[src/rtl/muldiv_unit.sv]
// Iterative RV32M multiply/divide unit: 32-step shift-add multiply, restoring divide.
// Optional MULDIV_FAST_MUL_EN: single-cycle combinational multiply; divides stay iterative.
module muldiv_unit (
    input  logic        clk,
    input  logic        rst_n,
    input  logic        start,
    input  logic        kill,
    input  logic [2:0]  funct3,
    input  logic [31:0] op_a,
    input  logic [31:0] op_b,
    input  logic [4:0]  rd,
    output logic        busy,
    output logic        done,
    output logic [31:0] result,
    output logic [4:0]  rd_out
);

    typedef enum logic [1:0] {
        IDLE,
        CALC,
        DONE
    } state_t;

    state_t      state_q, state_d;
    logic [5:0]  cnt_q;

    logic [2:0]  f3_q;
    logic [4:0]  rd_q;
    logic [31:0] a_q, b_q;
    logic        neg_q;
    logic        bzero_q;
    logic [63:0] work_q;
    logic [31:0] rem_q;

    logic        load;
    logic        last_iter;
    logic        fast_mul;

    // Operand decode for the incoming request
    logic        in_div, a_signed, b_signed, sa, sb, neg_d;
    logic [31:0] a_mag, b_mag;

    always_comb begin
        in_div   = funct3[2];
        a_signed = in_div ? ~funct3[0] : (funct3[1:0] != 2'b11);
        b_signed = in_div ? ~funct3[0] : ~funct3[1];
        sa       = a_signed & op_a[31];
        sb       = b_signed & op_b[31];
        a_mag    = sa ? -op_a : op_a;
        b_mag    = sb ? -op_b : op_b;
        // Remainder takes the dividend's sign; product and quotient take the XOR.
        neg_d    = (in_div & funct3[1]) ? sa : (sa ^ sb);
    end

`ifdef MULDIV_FAST_MUL_EN
    assign fast_mul = ~f3_q[2];
`else
    assign fast_mul = 1'b0;
`endif

    assign load      = start && !kill && (state_q != CALC);
    assign last_iter = (state_q == CALC) && (fast_mul || (cnt_q == 6'd31));

    // NOTE: every always_comb output gets a default first so no path infers a latch.
    always_comb begin
        state_d = state_q;
        unique case (state_q)
            IDLE:    if (load) state_d = CALC;
            CALC:    if (last_iter) state_d = DONE;
            DONE:    state_d = load ? CALC : IDLE;
            default: state_d = IDLE;
        endcase
        if (kill) state_d = IDLE;
    end

    assign busy = (state_q == CALC);
    assign done = (state_q == DONE);

    // One iteration of each core, plus final sign correction
    logic [32:0] mul_sum;
    logic [63:0] mul_next;
    logic [63:0] product;
    logic [63:0] prod_fix;
    logic [32:0] rem_shift;
    logic        rem_ge;
    logic [31:0] rem_sub;
    logic [31:0] rem_next;
    logic [31:0] quo_next;
    logic [31:0] quo_fix;
    logic [31:0] rem_fix;
    logic [31:0] result_d;
`ifdef MULDIV_FAST_MUL_EN
    logic [63:0] prod_fast;
`endif

    always_comb begin
        mul_sum   = {1'b0, work_q[63:32]} + (work_q[0] ? {1'b0, a_q} : 33'd0);
        mul_next  = {mul_sum, work_q[31:1]};

        // rem_shift[32] is the guard bit; the subtract only happens when it cannot borrow.
        rem_shift = {rem_q, work_q[31]};
        rem_ge    = (rem_shift >= {1'b0, b_q});
        rem_sub   = rem_shift[31:0] - b_q;
        rem_next  = rem_ge ? rem_sub : rem_shift[31:0];
        quo_next  = {work_q[30:0], rem_ge};

`ifdef MULDIV_FAST_MUL_EN
        prod_fast = 64'($signed({1'b0, a_q}) * $signed({1'b0, b_q}));
        product   = fast_mul ? prod_fast : mul_next;
`else
        product   = mul_next;
`endif
        prod_fix  = neg_q ? -product : product;
        quo_fix   = bzero_q ? 32'hFFFF_FFFF : (neg_q ? -quo_next : quo_next);
        rem_fix   = neg_q ? -rem_next : rem_next;

        if (f3_q[2])
            result_d = f3_q[1] ? rem_fix : quo_fix;
        else
            result_d = (f3_q[1:0] == 2'b00) ? prod_fix[31:0] : prod_fix[63:32];
    end

    // NOTE: sequential state uses non-blocking assignments so all registers update together.
    always_ff @(posedge clk) begin
        if (!rst_n) begin
            state_q <= IDLE;
            cnt_q   <= 6'd0;
            result  <= 32'd0;
            rd_out  <= 5'd0;
        end else begin
            state_q <= state_d;
            if (load)
                cnt_q <= 6'd0;
            else if (state_q == CALC)
                cnt_q <= cnt_q + 6'd1;
            if (last_iter && !kill) begin
                result <= result_d;
                rd_out <= rd_q;
            end
        end
    end

    // NOTE: datapath registers carry no reset; they are always loaded before being read.
    always_ff @(posedge clk) begin
        if (load) begin
            f3_q    <= funct3;
            rd_q    <= rd;
            a_q     <= a_mag;
            b_q     <= b_mag;
            neg_q   <= neg_d;
            bzero_q <= (op_b == 32'd0);
            work_q  <= {32'd0, in_div ? a_mag : b_mag};
            rem_q   <= 32'd0;
        end else if (state_q == CALC) begin
            if (f3_q[2]) begin
                work_q <= {work_q[63:32], quo_next};
                rem_q  <= rem_next;
            end else begin
                work_q <= mul_next;
            end
        end
    end

endmodule

[config.mk]
export PLATFORM = sky130hd
export DESIGN_NAME = muldiv_unit
export DESIGN_NICKNAME = d
export VERILOG_FILES = /design/src/rtl/muldiv_unit.sv
export SDC_FILE = /design/constraint.sdc
export NUM_CORES = 1
export LEC_CHECK = 0
export BUFFER_PORTS_ARGS = -buffer_cell sky130_fd_sc_hd__buf_2
export CAP_MARGIN = 20
export CORE_AREA = 2 2 203 205
export CTS_BUF_LIST = sky130_fd_sc_hd__clkbuf_4 sky130_fd_sc_hd__clkbuf_8
export DETAILED_ROUTE_END_ITERATION = 12
export DIE_AREA = 0 0 205 207
export SYNTH_ARGS = -nofsm -noshare
export SYNTH_HDL_FRONTEND = slang
export SYNTH_SLANG_ARGS = --single-unit
[constraint.sdc]
create_clock -name clk -period 6.2 [get_ports clk]
set_clock_uncertainty 0.05 [all_clocks]
set_input_delay 0.31 -clock clk [delete_from_list [all_inputs] [get_ports clk]]
set_output_delay 0.31 -clock clk [all_outputs]
set_load 0.02 [all_outputs]
==> out/summary.md <==
The run finished with clean final reports. The most instantiated flip-flop cell in the synthesis netlist is sky130_fd_sc_hd__dfxtp_1. By area, the combinational part of the netlist is dominated by compound AO/OA/AOI/OAI gates. The detailed-routed wire length on met3 is 5328 um, and the die width is 205 um. The top metal layer carrying routed signals was met4. The register bit count reported by yosys is 215, and the maximum operating frequency is 188.2 MHz.

The transition time at the pin with the least slew margin is 1.056 ns, and the number of clock buffers inserted by TritonCTS is 43. The worst register-to-register path has a setup slack of 0.89 ns. The global-route total usage across every layer is 30.44%. Dividing total power by cell area gives a power density of 218.3 mW/mm^2. Post-CTS timing repair inserted 0 buffers for setup.

After synthesis, the share of cell area in mux cells is 3.278%. The kind of cell adding the most delay to the critical path was simple AND/OR/NAND/NOR gates. The logs give 3 for the maximum root-to-sink buffer count and 50,600 um for the HPWL reported at the end of detailed placement. The area growth from synthesis to layout was 11.40%. Origin of the worst setup path: work_q[0]. The first routing iteration left 1,697 violations. The number of warning messages in the yosys log is 0. For the count of nets left with antenna violations after detail routing, the log shows 0.

The period utilization was 85.71%; the area of the core region was 0.04037 sq mm. The run gives 44.44% as the effective utilization at floorplan. The fraction of the core area covered by cells at the end of the flow was 49.50%. In this run the critical register-to-register path is captured at result[31]. Die height: 207 um. Summed over all nets, wire length on met2 after detailed routing comes to 28,780 um.

Setup violations remaining at the end of the flow were counted as 0. The number of max-slew violations in the final report was 0. Pin placement for this block handled 115 I/O pins. The number of global-route vias before repair came out at 16,237. Sequential elements use 29.91% of the synthesized area. The count of flip-flops with a built-in enable after synthesis was 106.

In the routed layout, each cell is associated on average with a via count of 6.218. For this design, the sink count on the clock tree is 215. Counting instances, the worst hold path has a depth of 2.

When the netlist entered floorplanning its net count stood at 2,370. The tools report the number of resized instances in the post-cts repair step as 0. The initialized floorplan defines 74 standard-cell rows. The root buffer cell chosen for the clock tree is sky130_fd_sc_hd__clkbuf_8. The cell area after technology mapping is 0.01794 sq mm, and the share of async-settable or async-resettable flops after synthesis is 0%. Adding up every negative setup slack in the final design gives 0 ns. The signal on the critical path passes through buf_4 -> and2_1 -> ha_1 -> and2_1 -> a221oi_1 -> buf_4 -> a21boi_1 -> o31a_1 -> or3_1 -> a2111oi_0 -> or3b_1 -> or4_1 -> or4b_1 -> a31oi_1 -> o31ai_1. Entering global routing, the biggest net connects 136 pins. The maximum fanout along the worst path works out to 33. The first TritonRoute pass finished after 5 iterations.

The tools report the required time of the worst setup path as 6.63 ns. The detailed router placed 17,710 vias in this run. The tools report the length of routed wiring on met1 as 29,670 um. The cell accounting for the most synthesized area was sky130_fd_sc_hd__edfxtp_1.

The tools report the initial antenna violation count as 2. The largest stage delay on the critical path was 0.61 ns. The worst hold path belongs to the class input pin to flip-flop. Counting the fill cells in the layout gives 4,031. The run gives 0 as the total DRC errors in the routed layout. The run gives 0 as the number of hold violations in the final report. The total power was 4363 uW.

The number of buffers and inverters on the critical path is 2. The critical path is of the flip-flop to flip-flop type. For hold timing, the worst endpoint is a_q[12].

The clock latency at the later pin of the worst-skew pair is 0.63 ns. The startpoint identified for the worst hold timing path is op_a[12]. Summing the areas of all fa, ha and maj instances in the mapped netlist gives 5.106% of the synthesized area. The final layout contains routed wiring with a total length of 65,820 um. For the worst setup path, the data arrival time is 5.74 ns.

The total die area is 0.04244 sq mm, and the final weighted congestion in routability-driven placement is 0.9457. Averaged over all synthesized cells, the footprint is 8.073 sq um. The tools report the gate count after technology mapping as 2,222. TritonCTS built the clock tree. The highest-delay cell along the critical path is sky130_fd_sc_hd__or4_1. Of the total synthesized cell area, the portion taken by AND, OR, NAND and NOR gates is 21.43%.

The analysis attributes to cell leakage a power of 0.007739 uW. The startpoint identified for the worst register-to-register timing path is work_q[0]. The number of I/O port buffers was 114. After synthesis, the cell types taking the most area are sky130_fd_sc_hd__edfxtp_1, sky130_fd_sc_hd__dfxtp_1, sky130_fd_sc_hd__xnor2_1, sky130_fd_sc_hd__a21oi_1, sky130_fd_sc_hd__o21ai_0. The synthesized netlist devotes 9.326% of its cell area to XOR and XNOR gates. The number of different library cells in the post-synthesis netlist came out at 89. After clock tree synthesis, the clock-pin slew on the worst setup and hold paths is 0.06 ns. The total global routing overflow was 0.

The worst slew margin relative to its limit came out at 29.57%. The wire length per cell is 23.11 um. The net count of the finished layout is 2,429. The worst vdd rail ir drop was 0.0001808 V; the worst hold margin was 0.02823 ns. The area fraction in compound gates after synthesis was 26.29%. After synthesis, the largest area contributor takes up 17.74% of total cell area. The first global-routing pass estimated 99,300 um of wire. The depth of the most critical reg-to-reg path works out to 15. Across the run, the number of max-cap violations was 0. The run gives 2 as the H-tree depth. The category of the worst setup path capture point was a flip-flop. Setup repair after global routing left no endpoint under its margin. In the final layout, the share of cells above drive strength 1 is 12.10%.

The critical path startpoint category was a flip-flop. Minimum period implied by the final worst setup slack: 5.314 ns.
[metrics by stage]
stage	cell area, sq um	worst slack (ns)	std cells
after CTS	19980	0.9637	2847
after detailed placement	18890	1.008	2757
after global routing	19980	0.5060	2847
after floorplan	17940	1.054	2222
final	19980	0.8860	2848
after global placement	18890	0.9816	2757
[flip-flops by register name (all words and copies together), names as in the netlist]
register  flops
f3_q          3
state_q       2
b_q          32
rd_out        5
work_q       64
cnt_q         6
neg_q         1
result       32
bzero_q       1
rd_q          5
rem_q        32
a_q          32
[area by class of cell]
class                   count  area [sq um]  share of cell area (%)
diodes                      1         2.502                 0.01252
clock buffers              64         812.0                   4.063
clock inverters            15         172.7                  0.8640
inverters                  76         285.3                   1.427
multi-input cells        1791         11770                   58.90
flip-flops and latches    215          5365                   26.85
well taps                 532         665.6                   3.331
repair buffers            154         910.9                   4.558
[worst max-delay path by stage]
| stage | end | slack, ns | cells after the start |
|---|---|---|---|
| finish | result[31] | 0.89 | 15 |
| global route | result[31] | 0.51 | 15 |
| CTS | result[31] | 0.96 | 15 |
| detailed placement | result[31] | 1.01 | 15 |
| global placement | result[31] | 0.98 | 15 |
| floorplan | result[28] | 1.05 | 19 |
[cells in the mapped netlist, types with 9 or more instances]
cell type,number
sky130_fd_sc_hd__o41ai_1,13
sky130_fd_sc_hd__nand4_1,34
sky130_fd_sc_hd__nor3_1,56
sky130_fd_sc_hd__a21oi_1,184
sky130_fd_sc_hd__xor2_1,84
sky130_fd_sc_hd__o31a_1,9
sky130_fd_sc_hd__a31oi_1,22
sky130_fd_sc_hd__xnor2_1,107
sky130_fd_sc_hd__or3_1,38
sky130_fd_sc_hd__o31ai_1,34
sky130_fd_sc_hd__nor2b_1,35
sky130_fd_sc_hd__o211ai_1,16
sky130_fd_sc_hd__nand2_1,206
sky130_fd_sc_hd__nor2_1,165
sky130_fd_sc_hd__nand3_1,38
sky130_fd_sc_hd__or4_1,25
sky130_fd_sc_hd__buf_1,10
sky130_fd_sc_hd__a21o_1,26
sky130_fd_sc_hd__a211o_1,11
sky130_fd_sc_hd__nor4_1,20
sky130_fd_sc_hd__mux2i_1,52
sky130_fd_sc_hd__o21ai_0,181
sky130_fd_sc_hd__o221ai_1,13
sky130_fd_sc_hd__a311oi_1,9
sky130_fd_sc_hd__ha_1,70
sky130_fd_sc_hd__a22o_1,28
sky130_fd_sc_hd__dfxtp_1,109
sky130_fd_sc_hd__o21bai_1,9
sky130_fd_sc_hd__or2_2,15
sky130_fd_sc_hd__and2_1,49
sky130_fd_sc_hd__o21a_1,18
sky130_fd_sc_hd__a211oi_1,59
sky130_fd_sc_hd__edfxtp_1,106
sky130_fd_sc_hd__nand2b_1,14
sky130_fd_sc_hd__clkbuf_1,125
sky130_fd_sc_hd__inv_1,74
[report_power, final]
| group | internal, uW | leakage [uW] | switching (uW) |
|---|---|---|---|
| Combinational | 353 | 0.00534 | 652 |
| Sequential | 1580 | 0.00188 | 81.6 |
| Clock | 1010 | 0.000527 | 693 |
[layout by cell type (no fill, tap or decap), types with 70 or more instances in the layout]
cell,count
sky130_fd_sc_hd__a21oi_1,184
sky130_fd_sc_hd__buf_2,114
sky130_fd_sc_hd__dfxtp_1,109
sky130_fd_sc_hd__edfxtp_1,106
sky130_fd_sc_hd__ha_1,70
sky130_fd_sc_hd__inv_1,74
sky130_fd_sc_hd__nand2_1,205
sky130_fd_sc_hd__nor2_1,160
sky130_fd_sc_hd__o21ai_0,181
sky130_fd_sc_hd__xnor2_1,107
sky130_fd_sc_hd__xor2_1,84
[repair_timing]
action | 4_1_cts | 5_1_grt
endpoints found under the hold margin | 11 | 0
setup endpoints to repair | 0 | 0
hold buffers | 11 | 0
[per-layer routing]
layer	vias up	track usage (%)
li1	8404	-
met1	8458	44.21
met2	748	45.91
met3	100	4.437
met4	0	10.42
met5	-	0
[logic make-up (layout without fill, tap and decap cells)]
logic type	Yosys count	after routing
xor+xnor	191	191
simple gates	751	751
compound gates	719	719
other cells	0	1
flops	215	215
mux	58	58
fa+ha+maj	72	72
buf+inv	216	309
(Power assumes the default switching activity.)
